**src/rtl/simd_pkg.sv**
```systemverilog
// Shared constants and vector types for the SIMD sample path.
package simd_pkg;

  localparam int LANES  = 16;
  localparam int LANE_W = 8;
  localparam int VEC_W  = LANES * LANE_W;
  localparam int CNT_W  = $clog2(LANES) + 1;
  localparam int IDX_W  = $clog2(LANES);

  typedef logic [LANES-1:0][LANE_W-1:0] lanes_t;
  typedef logic [VEC_W-1:0]             vec_t;

  typedef enum logic {
    ST_FILL = 1'b0,
    ST_HOLD = 1'b1
  } asm_state_t;

endpackage

```
**src/rtl/lanes2vec.sv**
```systemverilog
// Combinational flatten of a lane array into a flat vector; lane i lands
// at bits [i*LANE_W +: LANE_W], the inverse of the vector-to-lane unpacker.
module lanes2vec
  import simd_pkg::*;
(
  input  lanes_t i_lanes,
  output vec_t   o_vec
);

  // Place each lane at its fixed bit slice.
  always_comb begin
    o_vec = '0;
    for (int i = 0; i < LANES; i++) begin
      o_vec[i*LANE_W +: LANE_W] = i_lanes[i];
    end
  end

endmodule

```
**src/rtl/sample_vec_packer.sv**
```systemverilog
// Byte-to-vector packer: collects samples into a 16-lane assembly register,
// then hands the finished (or flushed, zero-padded) vector to an independent
// output register. Assembly + output register give two-deep buffering.
//
// state   | meaning
// --------+-------------------------------------------------------------
// ST_FILL | accepting samples; asm_cnt < LANES and no flush pending
// ST_HOLD | assembly complete or flushed; waiting for output register
module sample_vec_packer
  import simd_pkg::*;
(
  input  logic              clk,
  input  logic              rst,
  input  logic [LANE_W-1:0] in_data,
  input  logic              in_valid,
  output logic              in_ready,
  input  logic              flush,
  output logic [VEC_W-1:0]  out_data,
  output logic [4:0]        out_lanes,
  output logic              out_valid,
  input  logic              out_ready
);

  asm_state_t        r_state;
  asm_state_t        w_state_nxt;
  lanes_t            r_asm_data;
  logic [CNT_W-1:0]  r_asm_cnt;
  logic              r_flush_pend;
  vec_t              r_out_data;
  logic [4:0]        r_out_lanes;
  logic              r_out_valid;

  vec_t              w_asm_vec;
  logic              w_in_ready;
  logic              w_accept;
  logic              w_flush_set;
  logic              w_xfer;

  lanes2vec u_lanes2vec (
    .i_lanes (r_asm_data),
    .o_vec   (w_asm_vec)
  );

  // State register.
  always_ff @(posedge clk) begin
    if (rst) begin
      r_state <= ST_FILL;
    end else begin
      r_state <= w_state_nxt;
    end
  end

  // Next state, handshake qualifiers and flush capture.
  always_comb begin
    w_state_nxt = r_state;
    w_flush_set = 1'b0;
    w_xfer      = 1'b0;
    w_in_ready  = (r_asm_cnt < CNT_W'(LANES)) && !r_flush_pend;
    w_accept    = in_valid && w_in_ready;
    case (r_state)
      ST_FILL: begin
        // A flush counts if anything is assembled, including this cycle's sample.
        if (flush && ((r_asm_cnt != '0) || w_accept)) begin
          w_flush_set = 1'b1;
        end
        if (w_flush_set || (w_accept && (r_asm_cnt == CNT_W'(LANES - 1)))) begin
          w_state_nxt = ST_HOLD;
        end
      end
      ST_HOLD: begin
        // Flush in HOLD is absorbed; only the output register gates progress.
        if (!r_out_valid || out_ready) begin
          w_xfer      = 1'b1;
          w_state_nxt = ST_FILL;
        end
      end
      default: w_state_nxt = ST_FILL;
    endcase
  end

  // Assembly register: lane write on accept, cleared on transfer so later
  // partial vectors come out zero-padded.
  always_ff @(posedge clk) begin
    if (rst) begin
      r_asm_data   <= '0;
      r_asm_cnt    <= '0;
      r_flush_pend <= 1'b0;
    end else if (w_xfer) begin
      r_asm_data   <= '0;
      r_asm_cnt    <= '0;
      r_flush_pend <= 1'b0;
    end else begin
      if (w_accept) begin
        r_asm_data[r_asm_cnt[IDX_W-1:0]] <= in_data;
        r_asm_cnt                        <= r_asm_cnt + CNT_W'(1);
      end
      if (w_flush_set) begin
        r_flush_pend <= 1'b1;
      end
    end
  end

  // Output register: loads on transfer, holds steady until consumed.
  always_ff @(posedge clk) begin
    if (rst) begin
      r_out_data  <= '0;
      r_out_lanes <= '0;
      r_out_valid <= 1'b0;
    end else if (w_xfer) begin
      r_out_data  <= w_asm_vec;
      r_out_lanes <= r_asm_cnt;
      r_out_valid <= 1'b1;
    end else if (out_ready) begin
      r_out_valid <= 1'b0;
    end
  end

  assign in_ready  = w_in_ready;
  assign out_data  = r_out_data;
  assign out_lanes = r_out_lanes;
  assign out_valid = r_out_valid;

endmodule

```
**config.mk**
```make
export PLATFORM = sky130hd
export DESIGN_NAME = sample_vec_packer
export DESIGN_NICKNAME = d
export VERILOG_FILES = /design/src/rtl/simd_pkg.sv /design/src/rtl/lanes2vec.sv /design/src/rtl/sample_vec_packer.sv
export SDC_FILE = /design/constraint.sdc
export NUM_CORES = 1
export LEC_CHECK = 0
export BUFFER_PORTS_ARGS = -buffer_cell sky130_fd_sc_hd__buf_2
export CORE_MARGIN = 2
export CORE_UTILIZATION = 50
export CTS_CLUSTER_SIZE = 10
export DETAILED_ROUTE_END_ITERATION = 7
export HOLD_SLACK_MARGIN = 0.15
export PLACE_DENSITY = 0.8
export SLEW_MARGIN = 40
export SYNTH_ARGS = -nofsm -noshare
export SYNTH_HDL_FRONTEND = slang
export SYNTH_HIERARCHICAL = 1
export SYNTH_SLANG_ARGS = --single-unit
```
**constraint.sdc**
```tcl
create_clock -name clk -period 5.5 [get_ports clk]
set_clock_uncertainty 0.1 [all_clocks]
set_input_delay 1.65 -clock clk [delete_from_list [all_inputs] [get_ports clk]]
set_output_delay 1.65 -clock clk [all_outputs]
set_load 0.01 [all_outputs]
```
==> results of run 1 <==
critical path, stage by stage, from the launching register on:
cell and delay (ns):
dfxtp_1 0.46, nor2_2 0.35, buf_2 0.22
state kept, by name, summed over array words and instances (netlist names):
| name | count |
|---|---|
| out_valid | 1 |
| r_asm_cnt | 5 |
| r_flush_pend | 1 |
| r_state | 1 |
| out_data | 128 |
| out_lanes | 5 |
| r_asm_data | 128 |
routing by layer:
layer,vias up,routed length [um],global-route usage
met5,-,13,0
met4,2,569,0.0500
met3,47,1490,0.0297
met2,260,12700,0.330
met1,4396,13400,0.307
li1,4501,-,-
stage by stage:
stage	hold WS, ns	setup slack (ns)	power [mW]	area (um^2)	cells
after floorplan	0.390	2.66	2.27	12200	1389
after global placement	0.346	1.74	2.33	12000	1603
after detailed placement	0.350	1.85	2.35	12100	1605
after CTS	0.353	2.15	4.07	12900	1641
after global routing	0.366	2.10	4.18	12900	1641
final	0.353	2.18	4.05	12900	1642
synth_stat cells, types with 2 or more instances:
master	number	area share
nand4_2	3	0.0031
mux2i_1	128	0.10
buf_4	131	0.080
buf_1	24	0.0074
ha_1	5	0.0051
nor3_1	2	0.00082
a21oi_1	139	0.057
inv_1	3	0.00092
o21ai_1	2	0.00082
nor2b_1	138	0.071
nor4b_4	2	0.0039
nor2_1	2	0.00061
clkbuf_1	84	0.026
buf_2	24	0.0098
dfxtp_1	269	0.44
nand2_1	2	0.00061
nand3_1	135	0.055
o21ai_2	6	0.0043
xnor2_1	2	0.0014
nand3_2	11	0.0090
o21ai_0	263	0.11
layout make-up:
type | instances | area [um^2]
clock buffers | 35 | 791
inverters | 4 | 27.5
well taps | 324 | 405
repair buffers | 155 | 897
fillers | 2184 | 11300
multi-input cells | 853 | 5380
flip-flops and latches | 269 | 5390
clock inverters | 1 | 8.76
diodes | 1 | 2.50
power by group:
group | total, mW | internal, mW | leakage, nW | switching, mW
registers | 2.00 | 1.97 | 2.17 | 0.0335
logic | 0.307 | 0.0639 | 2.89 | 0.243
clock network | 1.74 | 0.993 | 0.391 | 0.747
cell families (layout without fill, tap and decap cells):
kind of cell,count (synthesis),in the layout,share of synthesized area
other cells,0,1,0
flops,269,269,0.441
buf+inv,267,195,0.125
fa+ha+maj,5,5,0.00512
mux,128,128,0.105
simple gates,306,306,0.152
compound gates,412,412,0.171
xor+xnor,2,2,0.00143
worst paths after layout:
check | from | end | cells after the start
min | r_asm_data[66] | out_data[66] | 2
max reg2reg | r_state | r_asm_data[25] | 3
max | r_asm_cnt[4] | in_ready | 2
min reg2reg | r_asm_data[66] | out_data[66] | 2
==> metrics.txt, run 1 <==
Post-Route WL 28,100 um; Final Critical Period 3.32 ns; initial core utilization 0.505; vias in the first global route 8,605; GRT overflow 0; Cell Rows 57; worst-margin pin slew 0.885 ns; RSZ-0062 raised after global routing false; clock sink count ~270; Syn Area/Cell 8.80 um^2; Final Wtd Congestion 0.730; drt initial violations 863; Setup Viol. Count Final 0; Ys Warns 6; via density per instance 5.61; largest net degree at the start of global routing 168; CTS tree yes; DRC 0; H-Tree Level Count 1; initial antenna violation count 2; fin crit share 0.603; clk_lat worst skew about 0.54 ns; Die Wd 160 um; routed wire length per instance ~17 um; Inserted Clock Buffers 31; share of cells above drive strength 1 0.169; largest fanout on the critical path 9; antenna viol nets, final 0; Slew Viols, Final 0; Final TNS setup 0 ns; area added between synthesis and finish 5.62%; Max Clk Rate 301 MHz; kind of critical path flip-flop to output port; Post-CTS Hold Fix Bufs 0; power per standard cell area 314 mW/mm^2; sequential area share after synthesis 0.441; clk slew on worst S/H paths 0.06 ns; CTS resizes 0; crit path capture type output port; r2r setup slk around 2.5 ns; Die Ht around 160 um; core area 0.0242 mm^2; EDFF count, synth 0; Cell variety after synth 35; DR pass1 iterations 6; Synth async-reset ratio 0; via count 9,206; first-pass GRT wire length 45,400 um; Finished Core Util 0.534; Syn Nets between 1,000 and 1,500; flops & latches, synth 269; Port Buffers 147; status completed; Worst Hold Class flip-flop to flip-flop; Max-Cap Viols 0; WP data required 3.75 ns; crit start category flip-flop; most frequent cells in the layout dfxtp_1 (268), o21ai_0 (263), buf_2 (146), a21oi_1 (139), nor2b_1 (137); post-CTS setup buffers 0; Leak Pwr 5.45 nW; most common cell after layout, fill and taps aside dfxtp_1; CP arrival between 1.5 and 2 ns; predominant post-synthesis flop cell dfxtp_1; synthesized area 0.0122 mm^2; io pins 148; Rel. slew slack 0.410; VDD IR max 249 uV; Final nets ~1,300; HPWL after detailed placement approximately 16,000 um; Syn Inst Count 1,389; largest buffer count on any clock path 3; final hold violation count 0; die area 0.0257 mm^2; Root Buffer clkbuf_16; GR Util All Layers 0.210
No activity file was read; power rests on OpenSTA's default activity.
==> inputs of run 2 (changes only) <==
--- a/config.mk
+++ b/config.mk
@@ -5,13 +5,14 @@
 export SDC_FILE = /design/constraint.sdc
 export NUM_CORES = 1
 export LEC_CHECK = 0
+export ABC_AREA = 1
 export BUFFER_PORTS_ARGS = -buffer_cell sky130_fd_sc_hd__buf_2
 export CORE_MARGIN = 2
 export CORE_UTILIZATION = 50
 export CTS_CLUSTER_SIZE = 10
 export DETAILED_ROUTE_END_ITERATION = 7
 export HOLD_SLACK_MARGIN = 0.15
-export PLACE_DENSITY = 0.8
+export PLACE_DENSITY = 0.84
 export SLEW_MARGIN = 40
 export SYNTH_ARGS = -nofsm -noshare
 export SYNTH_HDL_FRONTEND = slang
==> constraint.sdc (replaced) <==
create_clock -name clk -period 2.9 [get_ports clk]
set_clock_uncertainty 0.1 [all_clocks]
set_input_delay 0.87 -clock clk [delete_from_list [all_inputs] [get_ports clk]]
set_output_delay 0.87 -clock clk [all_outputs]
set_load 0.01 [all_outputs]
==> run 2 against run 1 <==
Net effect:
- sequential power is 110% higher
- largest cell class unchanged
- global-route usage grew 0.29 points
- via count shrank 8.2%
- critical path depth did not move
- cell area is 12% lower
- area after synthesis shrank 13%
- worst hold slack improved by 0.020 ns
- wire length decreased by 13%
- register-to-register slack got worse by 1.5 ns
==> metrics.txt, run 2 <==
most common cell after layout, fill and taps aside nor2_1; Synth async-reset ratio 0; worst-margin pin slew 0.622 ns; filler cell count 1,909; routed wire length per instance roughly 15 um; Top delay family on crit path flip-flops; Slowest-stage cell, CP dfxtp_1; area share of fa/ha/maj cells after synthesis 0.00586; Syn Area/Cell 7.81 um^2; Final nets ~1,400; Synth Area in Compound Gates 0.122; synth top area cells dfxtp_1 (50%), nor2_1 (16%), o21ai_0 (11%); GRT overflow 0; Post-Route WL 24,600 um; Syn Inst Count 1,366; Synth Area in XOR/XNOR 0.000821; kind of critical path flip-flop to output port; power per standard cell area 756 mW/mm^2; share of cells above drive strength 1 0.166; antenna viol nets, final 0; initial antenna violation count 1; final hold violation count 0; CP arrival roughly 1.2 ns; clock sink count 269; crit start category flip-flop; WP data required slightly below 2 ns; clk slew on worst S/H paths 0.06 ns; Max-Cap Viols 0; area of the multi-input gates between 0.003 and 0.004 mm^2; Ys Warns 6; flops & latches, synth 269; most common cell in the synthesized netlist nor2_1; ordered cell list for the critical path nor2_4, buf_2; largest buffer count on any clock path 3; fin crit share 0.751; sequential area share after synthesis 0.505; first-pass GRT wire length around 39,000 um; critical path's largest stage delay 0.34 ns; via density per instance 5.19; crit path capture type output port; Cell variety after synth 23; synthesized area 0.0107 mm^2; Final Wtd Congestion 0.814; CTS resizes 0; Synth area leader dfxtp_1; VDD IR max between 400 and 500 uV; vias in the first global route 7,608; GR Util All Layers 0.213; Setup Viol. Count Final 0; clk_lat worst skew 0.54 ns; largest fanout on the critical path 3; post-CTS setup buffers 0; most frequent cells in the layout nor2_1 (459), dfxtp_1 (269), o21ai_0 (244), buf_2 (147), nor3_1 (64); Synth top area share 0.505; Die Wd roughly 150 um; Final TNS setup 0 ns; cell area after layout 0.0114 mm^2; r2r setup slk ~1 ns; area added between synthesis and finish 6.66%; largest family of logic cells by synthesized area simple AND/OR/NAND/NOR gates; Cell Rows between 50 and 60; H-Tree Level Count 1; Slew Viols, Final 0; Worst Hold Class flip-flop to flip-flop; via count 8,448; Synth Area in Simple Gates 0.235; predominant post-synthesis flop cell dfxtp_1; drt initial violations 560; Post-CTS Hold Fix Bufs 0; Port Buffers between 100 and 150; CTS tree yes; Max Clk Rate 459 MHz; Inserted Clock Buffers 31; DRC 0; status completed; Rel. slew slack 0.585; Placement Cell Area 0.0106 mm^2; die area 0.0225 mm^2; Syn Nets 1,384; Post-synth top cells nor2_1 (459), dfxtp_1 (269), o21ai_0 (244), buf_4 (128), nor3_1 (64); HPWL after detailed placement 14,700 um; io pins ~150; core area around 0.021 mm^2; RSZ-0062 raised after global routing false; Root Buffer clkbuf_16; DR pass1 iterations 7; largest net degree at the start of global routing between 100 and 150; Final Critical Period 2.18 ns; Storage cell area ~0.0054 mm^2; initial core utilization 0.509; EDFF count, synth 0; Worst Path Buf+Inv 1; Design Power approximately 8.6 mW; Leak Pwr 4.84 nW; mux cell area share after synthesis 0; Die Ht ~150 um
## run 2: through the flow
stage               worst slack, ns  hold WS, ns  std cells   util
floorplan                     0.999        0.342       1366      -
global placement              0.633        0.346       1591  0.504
detailed placement            0.563        0.356       1591  0.504
CTS                           0.706        0.369       1628  0.543
global route                  0.664        0.391       1629  0.543
finish                        0.721        0.373       1629  0.543
## run 2: routing by layer
| layer | global-route usage | vias up | wire length, um |
|---|---|---|---|
| li1 | - | 4212 | - |
| met1 | 0.297 | 3902 | 11300 |
| met2 | 0.343 | 293 | 11100 |
| met3 | 0.0366 | 41 | 1720 |
| met4 | 0.0552 | 0 | 421 |
| met5 | 0 | - | 0 |
## run 2: report_power, final
part           internal (mW)  leakage, nW  total [mW]  switching, mW
Sequential              3.96         2.19        4.10          0.140
Combinational          0.412         2.25        1.21          0.803
Clock                   1.91        0.394        3.28           1.37
Total                   6.29         4.84        8.60           2.32
## run 2: area by class of cell
| cell class | count | share of cell area |
|---|---|---|
| sequential | 269 | 0.473 |
| multi-input combinational | 864 | 0.341 |
| timing repair buffer | 152 | 0.0734 |
| clock buffer | 36 | 0.0707 |
| tap | 275 | 0.0302 |
| inverter | 31 | 0.0107 |
| clock inverter | 1 | 0.000660 |
| antenna | 1 | 0.000220 |
## run 2: cell families after synthesis
| kind of cell | count (synthesis) |
|---|---|
| AND/OR/NAND/NOR | 599 |
| adder cells (fa/ha/maj) | 5 |
| flip-flops | 269 |
| buffers and inverters | 233 |
| XOR/XNOR | 1 |
| AO/OA/AOI/OAI | 259 |
## run 2: worst reg2reg max path, stage by stage, from the launching register on
cell     delay, ns
dfxtp_1       0.34
nor2_4        0.18
nand2_4       0.24
inv_2         0.37
nand2_1       0.27
inv_2         0.20
nor2_1        0.06
nor2_1        0.10
## run 2: worst paths after layout
path,startpoint,to,depth (start not counted)
worst max-delay path,r_asm_cnt[4],in_ready,2
worst min-delay path,r_asm_data[126],r_asm_data[126],2
worst min register to register,r_asm_data[126],r_asm_data[126],2
worst max register to register,r_asm_cnt[4],r_asm_data[20],7
==> inputs of run 3 (changes only) <==
--- a/config.mk
+++ b/config.mk
@@ -5,14 +5,14 @@
 export SDC_FILE = /design/constraint.sdc
 export NUM_CORES = 1
 export LEC_CHECK = 0
-export ABC_AREA = 1
+export ABC_AREA = 0
 export BUFFER_PORTS_ARGS = -buffer_cell sky130_fd_sc_hd__buf_2
 export CORE_MARGIN = 2
 export CORE_UTILIZATION = 50
 export CTS_CLUSTER_SIZE = 10
 export DETAILED_ROUTE_END_ITERATION = 7
 export HOLD_SLACK_MARGIN = 0.15
-export PLACE_DENSITY = 0.84
+export PLACE_DENSITY = 0.83
 export SLEW_MARGIN = 40
 export SYNTH_ARGS = -nofsm -noshare
 export SYNTH_HDL_FRONTEND = slang
==> constraint.sdc (replaced) <==
create_clock -name clk -period 1.9 [get_ports clk]
set_clock_uncertainty 0.1 [all_clocks]
set_input_delay 0.57 -clock clk [delete_from_list [all_inputs] [get_ports clk]]
set_output_delay 0.57 -clock clk [all_outputs]
set_load 0.01 [all_outputs]
==> run 3 against run 2 <==
Net effect:
- wire length is 19% higher
- total power is 39% higher
- register-to-register slack worse by 0.87 ns
- core utilization is 0.97 points higher
- setup slack worse by 0.68 ns
- cell area is 17% higher
- clock-buffer cell count is 1 lower
- via count is 13% higher
- sequential share of layout area is 6.9 points lower
- clock power is 57% higher
- combinational power is 9.9% lower
==> metrics.txt, run 3 (synthesis results as in run 1) <==
status completed; most frequent cells in the layout dfxtp_1 (265), o21ai_0 (263), buf_2 (145), a21oi_1 (139), nor2b_1 (137); clock sink count 269; largest fanout on the critical path 9; final worst slack approximately 0.039 ns; routed wire length per instance 17.3 um; CTS tree yes; Port Buffers 147; HPWL after detailed placement roughly 17,000 um; antenna viol nets, final 0; Worst Hold Path EP r_state; initial antenna violation count 1; RSZ-0062 raised after global routing false; GR Util All Layers 0.215; Setup Viol. Count Final 0; Slew Viols, Final 0; Root Buffer clkbuf_16; Die Ht 160 um; largest buffer count on any clock path 3; fin crit share 0.980; CP arrival 1.19 ns; Max Clk Rate 537 MHz; Max-Cap Viols 0; crit start category flip-flop; Finished Core Util 0.553; HP Start flush; Post-Route WL roughly 29,000 um; Worst Setup SP r_asm_cnt[4]; Reg-to-Reg End r_state; via density per instance ~5.6; final hold violation count 0; dpl ws -0.131 ns; worst-margin pin slew 0.656 ns; Cell Rows 57; share of cells above drive strength 1 0.198; clk_lat worst skew 0.54 ns; die area 0.0257 mm^2; r2r setup slk 0.11 ns; DRC 0; largest net degree at the start of global routing ~140; most common cell after layout, fill and taps aside dfxtp_1; VDD IR max roughly 550 uV; Worst Path Buf+Inv 1; Inserted Clock Buffers 31; Leak Pwr roughly 5.7 nW; ordered cell list for the critical path nor2_4, buf_6; via count about 9,500; first-pass GRT wire length between 40,000 and 50,000 um; Worst Hold Class input port to flip-flop; kind of critical path flip-flop to output port; hold-critical path depth 3; clk slew on worst S/H paths 0.06 ns; WP data required about 1.2 ns; crit path capture type output port; Top delay family on crit path flip-flops; initial core utilization 0.505; GRT overflow 0; R2R depth 5; vias in the first global route ~9,000; ant diodes 0; Rel. slew slack 0.561; area added between synthesis and finish 9.39%; Final Wtd Congestion 0.764; Final Critical Period between 1.5 and 2 ns; core area 0.0242 mm^2; drt initial violations 822; Reg-to-Reg Start r_asm_cnt[0]; Final nets 1,374; Die Wd between 150 and 200 um; DR pass1 iterations 6; H-Tree Level Count 1; power per standard cell area 897 mW/mm^2; critical path's largest stage delay 0.40 ns; io pins 148; Slowest-stage cell, CP dfxtp_4
==> run 3: cell types whose count changed in the layout (fill, tap and decap cells not counted), moves of 62 or more <==
cell     change
nor2b_1    +137
nand3_1    +116
nor2_1     -457
mux2i_1    +128
nor3_1      -62
a21oi_1    +128
==> run 3: worst min-delay path: stages <==
cell and delay (ns):
buf_2 0.10, o21ai_0 0.07, a21oi_1 0.07
==> run 3: what timing repair did <==
item	4_1_cts	5_1_grt
buffers inserted	1	3
endpoints found under the setup margin	1	37
gates cloned	0	1
hold buffers	0	0
resized for setup	6	4
pin swaps	1	0
==> run 3: worst max-delay path by stage <==
stage                     slack, ns             end  depth (start not counted)
after floorplan                0.05         r_state                          6
after global placement        -0.05  r_asm_data[55]                          4
after detailed placement      -0.13  r_asm_data[93]                          6
after CTS                     0.002        in_ready                          2
after global routing           0.01        in_ready                          2
final                          0.04        in_ready                          2
==> run 3: final cells by class <==
class                           count  area (um^2)
Tap cell                          324          405
Inverter                            4         20.0
Multi-Input combinational cell    853         5350
Clock inverter                      2         35.0
Clock buffer                       35          801
Timing Repair Buffer              197         1360
Sequential cell                   269         5400
Fill cell                        2141        10800
==> run 3: stage by stage <==
step	hold slack, ns	power (mW)	setup TNS, ns	area [um^2]	cells
6_report	0.217	12.0	0	13400	1684
3_5_place_dp	0.352	6.90	-10.32	12400	1642
4_1_cts	0.206	12.0	0	13300	1680
2_1_floorplan	0.390	6.56	0	12200	1389
3_3_place_gp	0.346	6.89	-1.97	12400	1642
5_1_grt	0.225	12.4	0	13400	1684
==> run 3: per-layer routing <==
metal	global-route usage	vias up	share of wire
met4	0.0495	0	0.015
met5	0	-	0
met1	0.311	4597	0.47
met3	0.0320	36	0.056
li1	-	4584	-
met2	0.341	289	0.46
==> run 3: report_power, final <==
| group | internal, mW | switching [mW] | total [mW] |
|---|---|---|---|
| logic | 0.301 | 0.788 | 1.09 |
| clock network | 3.04 | 2.12 | 5.16 |
| registers | 5.70 | 0.0415 | 5.74 |
